`config.mk`:
```
export PLATFORM = sky130hd
export DESIGN_NAME = cnn_line_buffer_flat
export DESIGN_NICKNAME = d
export VERILOG_FILES = /design/src/rtl/cnn_pkg.sv /design/src/rtl/cnn_line_buffer_if.sv /design/src/rtl/cnn_line_mem.sv /design/src/rtl/cnn_line_buffer.sv /design/src/flat_wrapper.sv
export SDC_FILE = /design/constraint.sdc
export NUM_CORES = 1
export LEC_CHECK = 0
export BUFFER_PORTS_ARGS = -buffer_cell sky130_fd_sc_hd__buf_2
export CAP_MARGIN = 20
export CORE_AREA = 3 3 216 218
export CTS_CLUSTER_DIAMETER = 50
export DETAILED_ROUTE_END_ITERATION = 8
export DIE_AREA = 0 0 219 221
export GPL_ROUTABILITY_DRIVEN = 0
export PLACE_DENSITY = 0.71
export RECOVER_POWER = 100
export SYNTH_ARGS = -nofsm -noshare
export SYNTH_HDL_FRONTEND = slang
export SYNTH_HIERARCHICAL = 1
export SYNTH_SLANG_ARGS = --single-unit
```
`constraint.sdc`:
```
create_clock -name clk -period 2.44 [get_ports clk]
set_clock_uncertainty 0.15 [all_clocks]
set_input_delay 0.488 -clock clk [delete_from_list [all_inputs] [get_ports clk]]
set_output_delay 0.488 -clock clk [all_outputs]
set_load 0.03 [all_outputs]
```
`src/rtl/cnn_pkg.sv`:
```
// Shared definitions for the CNN line buffer: FSM encoding, default geometry
// and the helpers that derive window counts and counter widths from it.
package cnn_pkg;

    typedef enum logic {
        FILL   = 1'b0,
        STREAM = 1'b1
    } lb_state_e;

    localparam int DEF_KX       = 3;
    localparam int DEF_KY       = 3;
    localparam int DEF_BIT_IN_F = 8;
    localparam int DEF_IMG_W    = 28;
    localparam int DEF_IMG_H    = 28;

    function automatic int windows_per_frame(input int img_w, input int img_h,
                                             input int kx, input int ky);
        return (img_w - kx + 1) * (img_h - ky + 1);
    endfunction

    // Never returns 0 so a range of one or two values still gets a real bit.
    function automatic int cnt_width(input int n);
        return (n <= 2) ? 1 : $clog2(n);
    endfunction

    localparam int DEF_WINDOWS = windows_per_frame(DEF_IMG_W, DEF_IMG_H, DEF_KX, DEF_KY);
    localparam int DEF_COL_W   = cnt_width(DEF_IMG_W);
    localparam int DEF_ROW_W   = cnt_width(DEF_IMG_H);

endpackage

```
`src/rtl/cnn_line_buffer_if.sv`:
```
// Pixel-in / window-out stream between the pixel source and the line buffer.
interface cnn_line_buffer_if #(
    parameter int KX       = 3,
    parameter int KY       = 3,
    parameter int BIT_IN_F = 8
);
    logic [BIT_IN_F-1:0]       i_pixel;
    logic                      i_pixel_valid;
    logic [BIT_IN_F*KY*KX-1:0] o_window;
    logic                      o_window_valid;
    logic                      o_frame_done;

    modport master (
        output i_pixel, i_pixel_valid,
        input  o_window, o_window_valid, o_frame_done
    );

    modport slave (
        input  i_pixel, i_pixel_valid,
        output o_window, o_window_valid, o_frame_done
    );
endinterface

```
`src/rtl/cnn_line_mem.sv`:
```
// Single-port line memory: combinational read of the old word at addr,
// write of the new word on the same clock edge (write-after-read).
module cnn_line_mem #(
    parameter int DEPTH  = 28,
    parameter int WIDTH  = 8,
    parameter int ADDR_W = 5
) (
    input  logic              clk,
    input  logic              we,
    input  logic [ADDR_W-1:0] addr,
    input  logic [WIDTH-1:0]  wdata,
    output logic [WIDTH-1:0]  rdata
);
    logic [WIDTH-1:0] mem [DEPTH];

    // NOTE: storage arrays carry no reset so they map onto RAM; stale contents
    // are masked by the FILL state of the line buffer.
    always_ff @(posedge clk) begin
        if (we) begin
            mem[addr] <= wdata;
        end
    end

    assign rdata = mem[addr];
endmodule

```
`src/rtl/cnn_line_buffer.sv`:
```
// Streaming KY x KX window generator for a raster-order image: KY-1 line
// memories plus a shifting window register, valid convolution, stride 1.
module cnn_line_buffer
    import cnn_pkg::*;
#(
    parameter int KX       = DEF_KX,
    parameter int KY       = DEF_KY,
    parameter int BIT_IN_F = DEF_BIT_IN_F,
    parameter int IMG_W    = DEF_IMG_W,
    parameter int IMG_H    = DEF_IMG_H
) (
    input  logic         clk,
    input  logic         i_soft_reset,
    cnn_line_buffer_if.slave bus
);
    localparam int WINDOWS = windows_per_frame(IMG_W, IMG_H, KX, KY);
    localparam int COL_W   = cnt_width(IMG_W);
    localparam int ROW_W   = cnt_width(IMG_H);
    localparam int WCNT_W  = cnt_width(WINDOWS);
    localparam int WIN_W   = BIT_IN_F * KY * KX;

    localparam logic [COL_W-1:0]  COL_LAST      = COL_W'(IMG_W - 1);
    localparam logic [COL_W-1:0]  COL_WIN_FIRST = COL_W'(KX - 1);
    localparam logic [ROW_W-1:0]  ROW_LAST      = ROW_W'(IMG_H - 1);
    localparam logic [ROW_W-1:0]  ROW_FILL_LAST = ROW_W'(KY - 2);
    localparam logic [WCNT_W-1:0] WCNT_LAST     = WCNT_W'(WINDOWS - 1);

    lb_state_e            state, state_next;
    logic [COL_W-1:0]     col;
    logic [ROW_W-1:0]     row;
    logic [WCNT_W-1:0]    win_cnt;
    logic                 accept;
    logic                 emit;
    logic                 frame_last;

    logic [BIT_IN_F-1:0]  lm_rd   [KY-1];
    logic [BIT_IN_F-1:0]  lm_wd   [KY-1];
    logic [BIT_IN_F-1:0]  col_in  [KY];
    logic [BIT_IN_F-1:0]  win      [KY][KX];
    logic [BIT_IN_F-1:0]  win_next [KY][KX];
    logic [WIN_W-1:0]     window_flat;

    logic [WIN_W-1:0]     window_q;
    logic                 window_valid_q;
    logic                 frame_done_q;

    assign accept = bus.i_pixel_valid && !i_soft_reset;

    // Line memory ky holds row (current - (KY-1-ky)); each accepted pixel
    // pushes its column one memory further up the chain.
    for (genvar j = 0; j < KY - 1; j++) begin : g_line
        if (j == KY - 2) begin : g_newest
            assign lm_wd[j] = bus.i_pixel;
        end else begin : g_older
            assign lm_wd[j] = lm_rd[j+1];
        end

        cnn_line_mem #(
            .DEPTH  (IMG_W),
            .WIDTH  (BIT_IN_F),
            .ADDR_W (COL_W)
        ) u_line_mem (
            .clk   (clk),
            .we    (accept),
            .addr  (col),
            .wdata (lm_wd[j]),
            .rdata (lm_rd[j])
        );
    end

    // NOTE: every always_comb output gets a value before any branch so no
    // latch can be inferred.
    always_comb begin
        for (int ky = 0; ky < KY - 1; ky++) begin
            col_in[ky] = lm_rd[ky];
        end
        col_in[KY-1] = bus.i_pixel;

        for (int ky = 0; ky < KY; ky++) begin
            for (int kx = 0; kx < KX - 1; kx++) begin
                win_next[ky][kx] = win[ky][kx+1];
            end
            win_next[ky][KX-1] = col_in[ky];
        end

        window_flat = '0;
        for (int ky = 0; ky < KY; ky++) begin
            for (int kx = 0; kx < KX; kx++) begin
                window_flat[(ky*KX + kx)*BIT_IN_F +: BIT_IN_F] = win_next[ky][kx];
            end
        end
    end

    always_comb begin
        state_next = state;
        emit       = 1'b0;
        frame_last = 1'b0;
        if (accept) begin
            unique case (state)
                FILL: begin
                    if (row == ROW_FILL_LAST && col == COL_LAST) begin
                        state_next = STREAM;
                    end
                end
                STREAM: begin
                    emit = (col >= COL_WIN_FIRST);
                    if (row == ROW_LAST && col == COL_LAST) begin
                        state_next = FILL;
                    end
                end
                default: state_next = FILL;
            endcase
        end
        frame_last = emit && (win_cnt == WCNT_LAST);
    end

    // NOTE: sequential state uses non-blocking assignments so every register
    // samples the pre-edge values regardless of statement order.
    always_ff @(posedge clk) begin
        if (i_soft_reset) begin
            state <= FILL;
        end else begin
            state <= state_next;
        end
    end

    always_ff @(posedge clk) begin
        if (i_soft_reset) begin
            col     <= '0;
            row     <= '0;
            win_cnt <= '0;
        end else if (accept) begin
            if (col == COL_LAST) begin
                col <= '0;
                row <= (row == ROW_LAST) ? '0 : row + 1'b1;
            end else begin
                col <= col + 1'b1;
            end
            if (emit) begin
                win_cnt <= frame_last ? '0 : win_cnt + 1'b1;
            end
        end
    end

    always_ff @(posedge clk) begin
        if (i_soft_reset) begin
            for (int ky = 0; ky < KY; ky++) begin
                for (int kx = 0; kx < KX; kx++) begin
                    win[ky][kx] <= '0;
                end
            end
            window_q       <= '0;
            window_valid_q <= 1'b0;
            frame_done_q   <= 1'b0;
        end else begin
            if (accept) begin
                win <= win_next;
            end
            // The output copy only moves when a window is issued, so it stays
            // stable through partial columns and input gaps.
            if (emit) begin
                window_q <= window_flat;
            end
            window_valid_q <= emit;
            frame_done_q   <= frame_last;
        end
    end

    assign bus.o_window       = window_q;
    assign bus.o_window_valid = window_valid_q;
    assign bus.o_frame_done   = frame_done_q;

endmodule

```
`src/flat_wrapper.sv`:
```
// flat-port wrapper written by rule: the top's interface ports become plain ports
module cnn_line_buffer_flat import cnn_pkg::*;
#(
    parameter int KX       = DEF_KX,
    parameter int KY       = DEF_KY,
    parameter int BIT_IN_F = DEF_BIT_IN_F,
    parameter int IMG_W    = DEF_IMG_W,
    parameter int IMG_H    = DEF_IMG_H
)
  (clk, i_soft_reset, bus_i_pixel, bus_i_pixel_valid, bus_o_window, bus_o_window_valid, bus_o_frame_done);
  cnn_line_buffer_if #(.KX(KX), .KY(KY), .BIT_IN_F(BIT_IN_F)) bus_i ();
  input  logic clk;
  input  logic i_soft_reset;
  input wire logic [$bits(bus_i.i_pixel)-1:0] bus_i_pixel;
  input wire logic [$bits(bus_i.i_pixel_valid)-1:0] bus_i_pixel_valid;
  output wire logic [$bits(bus_i.o_window)-1:0] bus_o_window;
  output wire logic [$bits(bus_i.o_window_valid)-1:0] bus_o_window_valid;
  output wire logic [$bits(bus_i.o_frame_done)-1:0] bus_o_frame_done;
  assign bus_i.i_pixel = bus_i_pixel;
  assign bus_i.i_pixel_valid = bus_i_pixel_valid;
  assign bus_o_window = bus_i.o_window;
  assign bus_o_window_valid = bus_i.o_window_valid;
  assign bus_o_frame_done = bus_i.o_frame_done;
  cnn_line_buffer #(.KX(KX), .KY(KY), .BIT_IN_F(BIT_IN_F), .IMG_W(IMG_W), .IMG_H(IMG_H)) u_core (.clk(clk), .i_soft_reset(i_soft_reset), .bus(bus_i));
endmodule
```
=== Word-level counts from Yosys, hierarchy flattened ===
Memories as Yosys holds them, arrays and structs flattened. A register that Yosys moved wholly into a read port is not among the register bits.
Cells that the tools add are included.
W data, S select, Z words.

* Reduce and logical (&&, ||, !) cells: 7
* Add/subtract/negate cells: 3
* Order comparisons: 1
* Equal/unequal tests: 4
* Bitwise gates (word level): 1
* Muxes and demuxes: 14

{| class="wikitable"
|+ Operators with widths
! operator !! number
|-
| $mux W5 || 6
|-
| $add A10 B1 Y10 const B || 1
|-
| $add A5 B1 Y5 const B || 2
|-
| $eq A10 B10 Y1 const B || 1
|-
| $eq A5 B5 Y1 const B || 2
|-
| $mux W10 || 1
|-
| $mux W1 || 6
|-
| $eq A5 B1 Y1 const B || 1
|-
| $ge A5 B2 Y1 const B || 1
|-
| $logic_and A1 B1 Y1 || 4
|-
| $reduce_and A2 Y1 || 2
|-
| $pmux W1 S2 || 1
|-
| $logic_not A1 Y1 || 1
|-
| $not A1 Y1 || 1
|}

* Bits in registers: 143
* Logic and storage cells: 45
* Memories: 2
* Input port bits: 11
* RAM bits: 448

{| class="wikitable"
|+ Memories
! memory !! depth !! bits a word !! read ports !! clocked after Yosys merged registers in !! wr ports !! line !! source
|-
| u_core.g_line[0].u_line_mem.mem || 28 || 8 || 1 || 1 || 1 || cnn_line_mem.sv:14 || <nowiki>logic [WIDTH-1:0] mem [DEPTH];</nowiki>
|-
| u_core.g_line[1].u_line_mem.mem || 28 || 8 || 1 || 1 || 1 || cnn_line_mem.sv:14 ||
|}

=== Depth between registers and ports, before layout ===
Gate-level depths: netlist of run 1.

* Depth in word-level cells: 5
* Mapped depth: 10
* Mapped depth without buffers: 7

=== Cells and area by module ===
Netlist of run 1, hierarchy kept.

{| class="wikitable"
|+ By module, submodules not included
! module !! cells each !! times used !! area an instance (µm²) !! sequential area each (µm²)
|-
| cnn_line_mem || 454 || 2 || 8799.7 || 6726.5
|-
| cnn_line_buffer || 593 || 1 || 5301.3 || 2862.7
|}

=== Least setup slack after synthesis of run 1 ===
OpenSTA, ideal clock, no wires.

* Kind: input -> register
* Start: input port i_soft_reset
* End: memory u_core.g_line[0].u_line_mem.mem[4][0] (enable)
* Arrival: 2.147 ns
* Stages on the path: 6
* Required time: 1.907 ns
* Setup time: 0.383 ns
* Setup slack: -0.240 ns
* Cells stage by stage: clkbuf_1 > nand2b_1 > inv_1 > or3b_1 > clkbuf_1 > nor3_1

* Longest elaborated chain between the ends: 4

{| class="wikitable"
|+ Ends and longest elaborated chain
! what !! line !! source
|-
| start, declared || flat_wrapper.sv:13 || <nowiki>input logic i_soft_reset;</nowiki>
|-
| $logic_not A1 Y1 || cnn_line_buffer.sv:47 || <nowiki>assign accept = bus.i_pixel_valid && !i_soft_reset;</nowiki>
|-
| $logic_and A1 B1 Y1 || cnn_line_buffer.sv:47 ||
|-
| via u_core.accept || cnn_line_buffer.sv:32 || <nowiki>logic accept;</nowiki>
|-
| $mux W1 || cnn_line_mem.sv:19 || <nowiki>if (we) begin</nowiki>
|-
| $mux W1 (not written as such) || cnn_line_mem.sv:20 || <nowiki>mem[addr] <= wdata;</nowiki>
|-
| end, declared || cnn_line_mem.sv:14 ||
|}

The timed path passes the listed nets, and every way through them passes these cells.

==> results of run 1 <==
sequential cells by signal, indices dropped and copies added, names as in the netlist:
register                      count
u_core/bus.o_frame_done           1
u_core/state                      1
u_core/col                        5
u_core/g_line.u_line_mem/mem    448
u_core/row                        5
u_core/win_cnt                   10
u_core/bus.o_window_valid         1
u_core/bus.o_window              72
u_core/win                       48
cells in the mapped netlist (all sizes together) (6+ instances only):
cell type  count
a22oi         24
o21ai         26
clkbuf        34
a221oi        12
and2           7
nand3b         8
nand4         26
or3b           6
a21oi         77
dfxtp        143
nor2         111
nor3          28
edfxtp       448
nand2        193
mux2i        138
mux4          68
o22ai          6
nor2b         12
inv           12
buf           57
or3            8
cells by family after synthesis:
logic type | count (synthesis) | synth area share, %
flops | 591 | 71.2
simple gates | 423 | 8.36
mux | 208 | 12.8
xor+xnor | 10 | 0.382
compound gates | 161 | 4.29
buf+inv | 103 | 2.63
fa+ha+maj | 5 | 0.273
area by class of cell:
type | instances | area share [%]
Inverter | 12 | 0.166
Tap cell | 600 | 2.77
Multi-Input combinational cell | 807 | 22.6
Clock inverter | 19 | 0.503
Sequential cell | 591 | 60.2
Timing Repair Buffer | 237 | 7.48
Clock buffer | 84 | 6.24
timing repair:
| action | in CTS | in global routing |
|---|---|---|
| resized for setup | 8 | 33 |
| setup endpoints to repair | 95 | 163 |
| setup buffers | 4 | 8 |
| hold buffers | 0 | 0 |
| gates cloned | 2 | 3 |
| pin swaps | 3 | 7 |
placed cells by master (no fill, tap or decap), drive strengths merged, types with 2 or more instances in the layout:
| cell type | instances |
|---|---|
| and4 | 2 |
| buf | 223 |
| edfxtp | 448 |
| nand3 | 5 |
| and2 | 7 |
| nand3b | 8 |
| o22ai | 6 |
| dfxtp | 143 |
| or3b | 6 |
| nor2b | 12 |
| nor2 | 111 |
| clkbuf | 97 |
| a2111oi | 2 |
| nor3b | 5 |
| nand4b | 2 |
| o31a | 2 |
| clkinv | 15 |
| nand2b | 3 |
| o21ai | 26 |
| xor2 | 5 |
| or3 | 8 |
| mux2i | 138 |
| a221oi | 12 |
| nand2 | 193 |
| nor3 | 28 |
| and3b | 3 |
| xnor2 | 5 |
| a22oi | 24 |
| a32oi | 2 |
| inv | 15 |
| a21oi | 77 |
| o211ai | 3 |
| mux4 | 68 |
| nand4 | 26 |
| ha | 5 |
| mux2 | 2 |
power by group:
part           internal, mW  switching (mW)
registers              11.0          0.0666
logic                 0.658           0.817
clock network          4.91            3.57
critical path, stage by stage (launching register included):
cell       delay, ps
dfxtp_4          460
buf_8            170
bufbuf_16        280
mux4_2           530
a22oi_2          230
nand4_1          200
mux2i_1          180
nor2_1            50
worst max-delay path by stage:
stage / cells after the start / from / endpoint
detailed placement: 5 / u_core/col[3] / u_core/g_line[0].u_line_mem/mem[26][3]
global placement: 5 / u_core/col[0] / u_core/g_line[0].u_line_mem/mem[26][4]
finish: 7 / u_core/col[0] / u_core/win[51]
floorplan: 6 / i_soft_reset / u_core/g_line[0].u_line_mem/mem[4][0]
CTS: 7 / u_core/col[0] / u_core/win[48]
global route: 7 / u_core/col[0] / u_core/win[51]
per-layer routing:
layer / vias to the layer above / GRT usage, % / share of wire [%]
li1: 6072 / - / -
met1: 6894 / 29.6 / 42
met2: 468 / 32.8 / 49
met3: 71 / 4.55 / 7.0
met4: 0 / 6.33 / 2.4
met5: - / 0 / 0
==> out/summary.txt, run 1 <==
Outcome: finished, violations left
Failing checks: capacitance limit, slew limit
MaxCap Viol Count: 3
Largest net degree at the start of global routing: 118
Multi-input gate area: 6130 sq um
Clk buf depth: 3
Remaining DRCs: 0
Crit path kind: reg2reg
Fill cell count: 3364
CTS tree: done
Pre-antenna DRT Iters: 5
Final hold violations: 0
EDFF count, synth: 448
IO Pins: 85
CP max FO: 10
Fin util: 60.1%
Clock transition at path regs: 70 ps
Actual slew at the worst max-slew pin: 1650 ps
Drt total wl: 50.9 mm
Unrepaired setup endpoints after global routing: true
Die height: 221 microns
Startpoint types: flop
Number of global-route vias before repair: 13.4k
Antenna cell count: 0
Ys flop type: edfxtp_1
Initial core utilization: 50.8%
Core Box Area: 45100 sq um
Worst Path Arrival: 2720 ps
Pwr/cell area: 775 nW/um^2
Pre-CTS setup slack: -74.6 ps
DR vias: 13.5k
Async set or reset register ratio after synthesis: 0%
First-pass GRT wire length: 78.3 mm
Hold path depth: 3
Tcrit/Tclk final: 98.5%
DR vias/cell: 5.75
Worst hold path type: in2reg
Final setup vio count: 0
H-tree levels: 2
Worst EP required: 2760 ps
FF+latch count, synth: 591
Ratio of cells with drive above 1 in the final layout: 24.4%
Min setup slack post-route: 37.5 ps
Fin area: 27100 sq um
Dpl cell area: 24900 sq um
Grt total ovfl: 0
Clock root buffer: clkbuf_16
Initial antenna violation count: 0
Total power: 21.0 mW
Reg2reg path depth: 7
Post-Syn Instances: 1501
DIE AREA: 48400 sq um
Worst reg2reg path endpoint: u_core/win[51]
Min cycle time layout: 2400 ps
Syn avg cell area: 15.3 sq um
Register Area: 16300 sq um
Slew Viols, Final: 93
Synth area leader: edfxtp_1
Area Overhead vs Synth: 18.4%
Peak Freq: 0.416 GHz
Setup TNS: 0 ps
Worst skew pair latency: 600 ps
IR Drop Worst-Case VDD: 643 uV
CP Capture Type: flop
All-Layer GR Usage: 20.9%
Clock sinks: 591
Largest cells by area after synthesis: edfxtp_1, dfxtp_1, mux4_2
CTS Buf Count: 57
Hold Slack: 253 ps
Share of the synthesized area in the top cell type: 58.7%
Hold endpoint: u_core/win[3]
Inst Count DP: 2230
Reg2Reg Launch Point: u_core/col[0]
Port Buf Inserts: 84
Wirelength per Cell: 21.7 microns
Post-DP HPWL: 31.9 mm
Max-slew headroom: -10.0%
Synth Net Count: 1517
Post-route ant nets: 0
Distinct cells, synth: 52
Horiz. Die Dim: 219 microns
Warnings from Yosys: 6
R2r setup slk: 40 ps
Row count: 78
Hold path startpoint: i_soft_reset
Iter 0 DRT Violations: 1301
Leakage power: 9.31 nW
Finished Layout Cells: 2350
Synthesized cell area: 22900 sq um
Register area share after synthesis: 71.2%
Final net count: 1722
(Power assumes the default switching activity.)
==> run 2: changes to the inputs <==
Settings changed: REMOVE_ABC_BUFFERS set to 1, SLEW_MARGIN set to 0.
==> run 2 against run 1 <==
Net effect:
- the run still ends with capacitance limit, slew limit left
- worst hold slack gained 46 ps
- highest routed layer unchanged
- combinational power is essentially flat
- final cell count grew 1.4%
- via count shrank 0.50%
- non-clock buffer count grew 25
==> out/summary.txt, run 2 (synthesized netlist as in run 1, its figures left out) <==
Grt total ovfl: 0 (unchanged)
Initial core utilization: 50.8% (unchanged)
Internal power: 16.5 mW (-0.34%)
Port Buf Inserts: 84 (unchanged)
Post-route ant nets: 0 (unchanged)
DR vias: 13.4k (-0.50%)
All-Layer GR Usage: 20.4% (-0.52 points)
Ratio of cells with drive above 1 in the final layout: 24.5% (+0.053 points)
Area Overhead vs Synth: 18.7%
First-pass GRT wire length: 76.9 mm (-1.8%)
Initial antenna violation count: 0 (unchanged)
Fill cell count: 3354 (-0.30%)
Finished Layout Cells: 2383 (+1.4%)
Clock transition at path regs: 60 ps (about the same)
CTS Buf Count: 59 (+3.5%)
Startpoint types: flop
Failing checks: capacitance limit, slew limit
Hold endpoint: u_core/bus.o_window[28]
Die height: 221 microns (unchanged)
Clock sinks: 591 (unchanged)
CP Capture Type: flop
Clk pwr share: 40.7% (+0.4 points)
Horiz. Die Dim: 219 microns (unchanged)
Leakage power: 9.39 nW (+0.92%)
Gate power share: 7.1% (about the same)
DIE AREA: 48400 sq um (unchanged)
Worst EP required: 2770 ps (about the same)
Hold path depth: 2 (-1)
Peak Freq: 0.416 GHz (about the same)
MaxCap Viol Count: 4 (+1)
Largest net degree at the start of global routing: 59 (-50%)
Clk buf depth: 3 (unchanged)
Net load switching power: 4.68 mW (+5.1%)
Row count: 78 (unchanged)
CTS hold repair buffers: 0 (unchanged)
Remaining DRCs: 0 (unchanged)
Iter 0 DRT Violations: 1061 (-18%)
Min cycle time layout: 2400 ps (+0.401 ps)
Flop pwr share: 52.2% (-0.5 points)
Most frequent cells in the layout: edfxtp_1, nand2_1, buf_4
Antenna cell count: 0 (unchanged)
Hold path startpoint: u_core/win[36]
Crit path kind: reg2reg
Slew Viols, Final: 93 (unchanged)
H-tree levels: 2 (unchanged)
Worst Path Arrival: 2730 ps (about the same)
Unrepaired setup endpoints after global routing: true
Top reg by flops: u_core/g_line.u_line_mem/mem
R2r setup slk: 40 ps (about the same)
Pre-antenna DRT Iters: 5 (unchanged)
Max reg flops: 448 (unchanged)
CTS tree: done
IO Pins: 85 (unchanged)
Wirelength per Cell: 21.0 microns (-3.0%)
Worst skew pair latency: 620 ps (+20 ps)
Multi-input gate area: 6050 sq um (-1.3%)
Fin util: 60.3% (+0.16 points)
Hold Slack: 300 ps (+46.0 ps)
Sw frac: 22.1% (+0.90 points)
DR vias/cell: 5.64 (-1.9%)
Min setup slack post-route: 37.1 ps (-0.401 ps)
Total power: 21.2 mW (+0.80%)
CP max FO: 15 (+5)
Worst reg2reg path endpoint: u_core/win[26]
Reg2Reg Launch Point: u_core/col[0]
Inst Count DP: 2261 (+1.4%)
Pre-CTS setup slack: -163 ps (-88.3 ps)
Final hold violations: 0 (unchanged)
Post-DP HPWL: 31.4 mm (-1.4%)
Pwr/cell area: 779 nW/um^2 (+0.54%)
Final setup vio count: 0 (unchanged)
Reg2reg path depth: 10 (+3)
Outcome: finished, violations left
Number of global-route vias before repair: 13.3k (-0.052%)
Most common cell after layout, fill and taps aside: edfxtp_1
Clock root buffer: clkbuf_16
Worst hold path type: reg2reg
Core Box Area: 45100 sq um (unchanged)
Final net count: 1749 (+1.6%)
Max-slew headroom: -12.4% (-2.4 points)
Register Area: 16300 sq um (about the same)
Actual slew at the worst max-slew pin: 1690 ps (+36.4 ps)
Tcrit/Tclk final: 98.5% (about the same)
IR Drop Worst-Case VDD: 612 uV (-4.8%)
Drt total wl: 50.1 mm (-1.7%)
==> run 2: changes by cell type in the layout (fill, tap and decap cells not counted), sizes merged <==
cell / change
buf: +28
bufbuf: -1
bufinv: +2
clkbuf: -16
clkinv: +20
==> run 2: layer usage <==
layer  global-route usage (%)  part of all wire, %  wire length, microns  up-vias
met4                     6.42                  2.7                  1350        0
met3                     2.73                  6.0                  3020       80
met1                     28.2                   41                 20700     6807
li1                         -                    -                     -     6133
met2                     33.9                   50                 25000      417
met5                        0                    0                     0        -
==> run 2: critical path: stages, from the launching register on <==
cell	delay [ps]
dfxtp_4	440
buf_8	160
buf_6	110
buf_8	110
mux4_2	570
nand2_2	90
nand4_1	110
buf_6	160
buf_12	150
mux2i_1	140
nor2_1	50
==> run 2: cell type report <==
| class | count | share of cell area, % |
|---|---|---|
| clock buffers | 70 | 5.66 |
| well taps | 600 | 2.76 |
| flip-flops and latches | 591 | 60.1 |
| clock inverters | 41 | 1.21 |
| inverters | 12 | 0.166 |
| multi-input cells | 807 | 22.3 |
| repair buffers | 262 | 7.90 |
==> run 2: worst max path at each step <==
stage                     cells after the start                                      to  slack [ps]     startpoint
after floorplan                               6                       u_core/win_cnt[0]       -5980  u_core/col[1]
after global routing                         10                          u_core/win[26]         -50  u_core/col[0]
after detailed placement                      7  u_core/g_line[1].u_line_mem/mem[12][2]        -160   i_soft_reset
final                                        10                          u_core/win[26]          40  u_core/col[0]
after CTS                                     7  u_core/g_line[0].u_line_mem/mem[25][1]           4  u_core/col[0]
after global placement                        7  u_core/g_line[1].u_line_mem/mem[12][5]        -160   i_soft_reset
==> run 2: timing repair <==
| item | in CTS | in global routing |
|---|---|---|
| gates cloned | 0 | 3 |
| gates resized for setup | 9 | 14 |
| buffers inserted | 2 | 6 |
| pin swaps | 1 | 3 |
| setup endpoints to repair | 53 | 226 |
==> run 2: power groups by stage <==
stage                     sequential [mW]  combinational [mW]  clock, mW
after global placement               11.3                1.39          0
after CTS                            11.1                1.45       8.78
after global routing                 11.1                1.60       9.19
after floorplan                      11.4               0.715          0
final                                11.1                1.50       8.63
after detailed placement             11.3                1.42          0
==> run 2: per-stage QoR <==
| step | TNS (ps) | instance area (sq um) |
|---|---|---|
| floorplan | -3415600 | 22300 |
| global placement | -8570 | 25100 |
| detailed placement | -12010 | 25100 |
| CTS | 0 | 27000 |
| global route | -505 | 27200 |
| finish | 0 | 27200 |
==> run 3: changes to the inputs <==
Settings changed: ABC_CLOCK_PERIOD_IN_PS set to 2600, CORE_AREA 3 3 216 218 to 2 2 215 217, DIE_AREA 0 0 219 221 to 0 0 217 219, PLACE_DENSITY 0.71 to 0.68.
Clock period 2.44 ns to 2.6 ns, I/O delays scaled along.
==> run 3 against run 2 <==
Net effect:
- the run still ends with capacitance limit, slew limit left
- fmax is 3.5% lower
- total power is 3.3% lower
- core utilization is 1.0 points lower
- combinational power is 13% lower
- final cell count is 0.67% lower
- clock power is 2% higher
- setup slack better by 72 ps
- via count is 0.74% lower
- routed wire length is 1.6% lower
==> out/summary.txt, run 3 (synthesized netlist as in run 1, its figures left out) <==
Reg2Reg Launch Point: u_core/col[0]
Hold Slack: 304 ps (+4.44 ps)
Tcrit/Tclk final: 95.8% (-2.7 points)
Clock transition at path regs: 70 ps (about the same)
Actual slew at the worst max-slew pin: 1740 ps (+58.0 ps)
MaxCap Viol Count: 4 (unchanged)
Internal power: 16.1 mW (-2.7%)
CP startpoint: u_core/col[0]
Outcome: finished, violations left
DR vias: 13.3k (-0.74%)
DIE AREA: 47500 sq um (-1.8%)
Post-DP HPWL: 31.4 mm (about the same)
Row count: 78 (unchanged)
CP endpoint: u_core/win[31]
Top reg by flops: u_core/g_line.u_line_mem/mem
Worst reg2reg path endpoint: u_core/win[31]
CP peak stage delay: 480 ps (-90 ps)
Leakage power: 8.74 nW (-7.0%)
Area Overhead vs Synth: 16.7%
Port Buf Inserts: 84 (unchanged)
Crit path kind: reg2reg
Grt total ovfl: 0 (unchanged)
Peak Freq: 0.401 GHz (-3.5%)
All-Layer GR Usage: 21.0% (+0.55 points)
Wirelength per Cell: 20.8 microns (-0.98%)
Inst Count DP: 2247 (-0.62%)
Max-slew headroom: -16.3% (-3.9 points)
Crit-path cells: buf_4 -> buf_12 -> mux4_2 -> inv_1 -> o21ai_1 -> or3_1 -> buf_6 -> mux2i_1 -> nor2_1
Clock sinks: 591 (unchanged)
CP max FO: 30 (+15)
Net load switching power: 4.43 mW (-5.3%)
Die height: 219 microns (-0.90%)
Post-route ant nets: 0 (unchanged)
Antenna cell count: 0 (unchanged)
Initial antenna violation count: 0 (unchanged)
Fill cell count: 3484 (+3.9%)
Clock root buffer: clkbuf_16
Startpoint types: flop
Core Box Area: 45100 sq um (unchanged)
Clk pwr share: 43.0% (+2.3 points)
Pre-CTS setup slack: -6.50 ps (+156 ps)
Clk buf depth: 3 (unchanged)
Max stage delay cell, worst path: mux4_2
Slew Viols, Final: 124 (+33%)
IR Drop Worst-Case VDD: 636 uV (+4.0%)
Max reg flops: 448 (unchanged)
Sw frac: 21.6% (-0.46 points)
Iter 0 DRT Violations: 1088 (+2.5%)
R2r setup slk: 110 ps (+70 ps)
Pre-antenna DRT Iters: 5 (unchanged)
Flop pwr share: 50.6% (-1.6 points)
Worst hold path type: in2reg
CP Capture Type: flop
IO Pins: 85 (unchanged)
Min setup slack post-route: 109 ps (+72.0 ps)
CTS Buf Count: 60 (+1.7%)
Reg2reg path depth: 9 (-1)
Final hold violations: 0 (unchanged)
Finished Layout Cells: 2367 (-0.67%)
Largest net degree at the start of global routing: 59 (unchanged)
Gate power share: 6.3% (-0.8 points)
Number of global-route vias before repair: 13.3k (-0.075%)
Pwr/cell area: 767 nW/um^2 (-1.6%)
DR vias/cell: 5.63 (about the same)
Worst skew pair latency: 620 ps (about the same)
Most common cell after layout, fill and taps aside: edfxtp_1
Drt total wl: 49.2 mm (-1.6%)
Final net count: 1732 (-0.97%)
Min cycle time layout: 2490 ps (+88.0 ps)
Ratio of cells with drive above 1 in the final layout: 16.1% (-8.4 points)
First-pass GRT wire length: 75.9 mm (-1.3%)
Initial core utilization: 50.8% (unchanged)
H-tree levels: 2 (unchanged)
Final setup vio count: 0 (unchanged)
CTS hold repair buffers: 0 (unchanged)
Remaining DRCs: 0 (unchanged)
Worst Path Arrival: 2820 ps (+90 ps)
Most frequent cells in the layout: edfxtp_1, nand2_1, clkbuf_1
Unrepaired setup endpoints after global routing: false
Horiz. Die Dim: 217 microns (-0.91%)
CTS tree: done
Worst EP required: 2930 ps (+160 ps)
Failing checks: capacitance limit, slew limit
[run 3: cell types whose count changed in the layout (fill, tap and decap cells not counted), moves of 3 or more]
cell,previous run,this run
buf_2,75,2
clkbuf_2,0,18
clkinvlp_2,0,3
clkinv_2,19,15
clkbuf_1,18,144
bufinv_16,3,9
clkinvlp_4,0,4
buf_4,143,54
[run 3: final cells by class]
type / count / area [sq um] / share of cell area, %
flip-flops and latches: 591 / 16300 / 61.1
multi-input cells: 807 / 6000 / 22.4
repair buffers: 244 / 1560 / 5.82
clock buffers: 64 / 1540 / 5.75
well taps: 600 / 751 / 2.81
clock inverters: 49 / 513 / 1.92
inverters: 12 / 45.0 / 0.169
[run 3: routing by layer]
metal | wire, microns | vias to the layer above | global-route usage [%]
met2 | 24100 | 422 | 34.3
met5 | 0 | - | 0
met1 | 20800 | 6725 | 28.7
met4 | 1320 | 0 | 7.10
met3 | 2980 | 89 | 3.48
li1 | - | 6101 | -
[run 3: through the flow]
step / setup TNS [ps] / util (%) / power (mW) / instance area [sq um]
finish: 0 / 59.3 / 20.5 / 26700
global route: 0 / 59.3 / 21.1 / 26700
CTS: 0 / 60.1 / 20.7 / 27100
detailed placement: -52.8 / 55.5 / 11.9 / 25000
global placement: -26.3 / 55.5 / 11.9 / 25000
floorplan: -3290320 / - / 11.4 / 22300
[run 3: worst min-delay path by stage]
stage                   startpoint                      end  slack [ps]  cells after the start
floorplan           u_core/win[56]   u_core/bus.o_window[0]         280                      2
global route          i_soft_reset            u_core/win[9]         300                      3
CTS                 bus_i_pixel[7]  u_core/bus.o_window[71]         230                      3
global placement    u_core/win[34]  u_core/bus.o_window[26]         290                      2
detailed placement  u_core/win[12]  u_core/bus.o_window[52]         300                      2
finish                i_soft_reset            u_core/win[8]         300                      3
[run 3: what timing repair did]
action | in CTS | in global routing
gates resized for setup | 0 | 2
setup endpoints to repair | 1 | 32
setup buffers | 5 | 1
pin swaps | 0 | 1
[run 3: power groups by stage]
stage	registers (mW)	logic, mW	clock network (mW)
6_report	10.4	1.30	8.81
5_1_grt	10.4	1.40	9.31
4_1_cts	10.4	1.34	8.93
3_5_place_dp	10.6	1.31	0
3_3_place_gp	10.6	1.28	0
2_1_floorplan	10.7	0.671	0
[run 3: worst max-delay path, delay by kind of cell (launching register included)]
| family | cells | cell delay, ps |
|---|---|---|
| AO/OA/AOI/OAI | 1 | 80 |
| flip-flops | 1 | 470 |
| AND/OR/NAND/NOR | 2 | 460 |
| multiplexers | 2 | 630 |
| buffers and inverters | 4 | 550 |
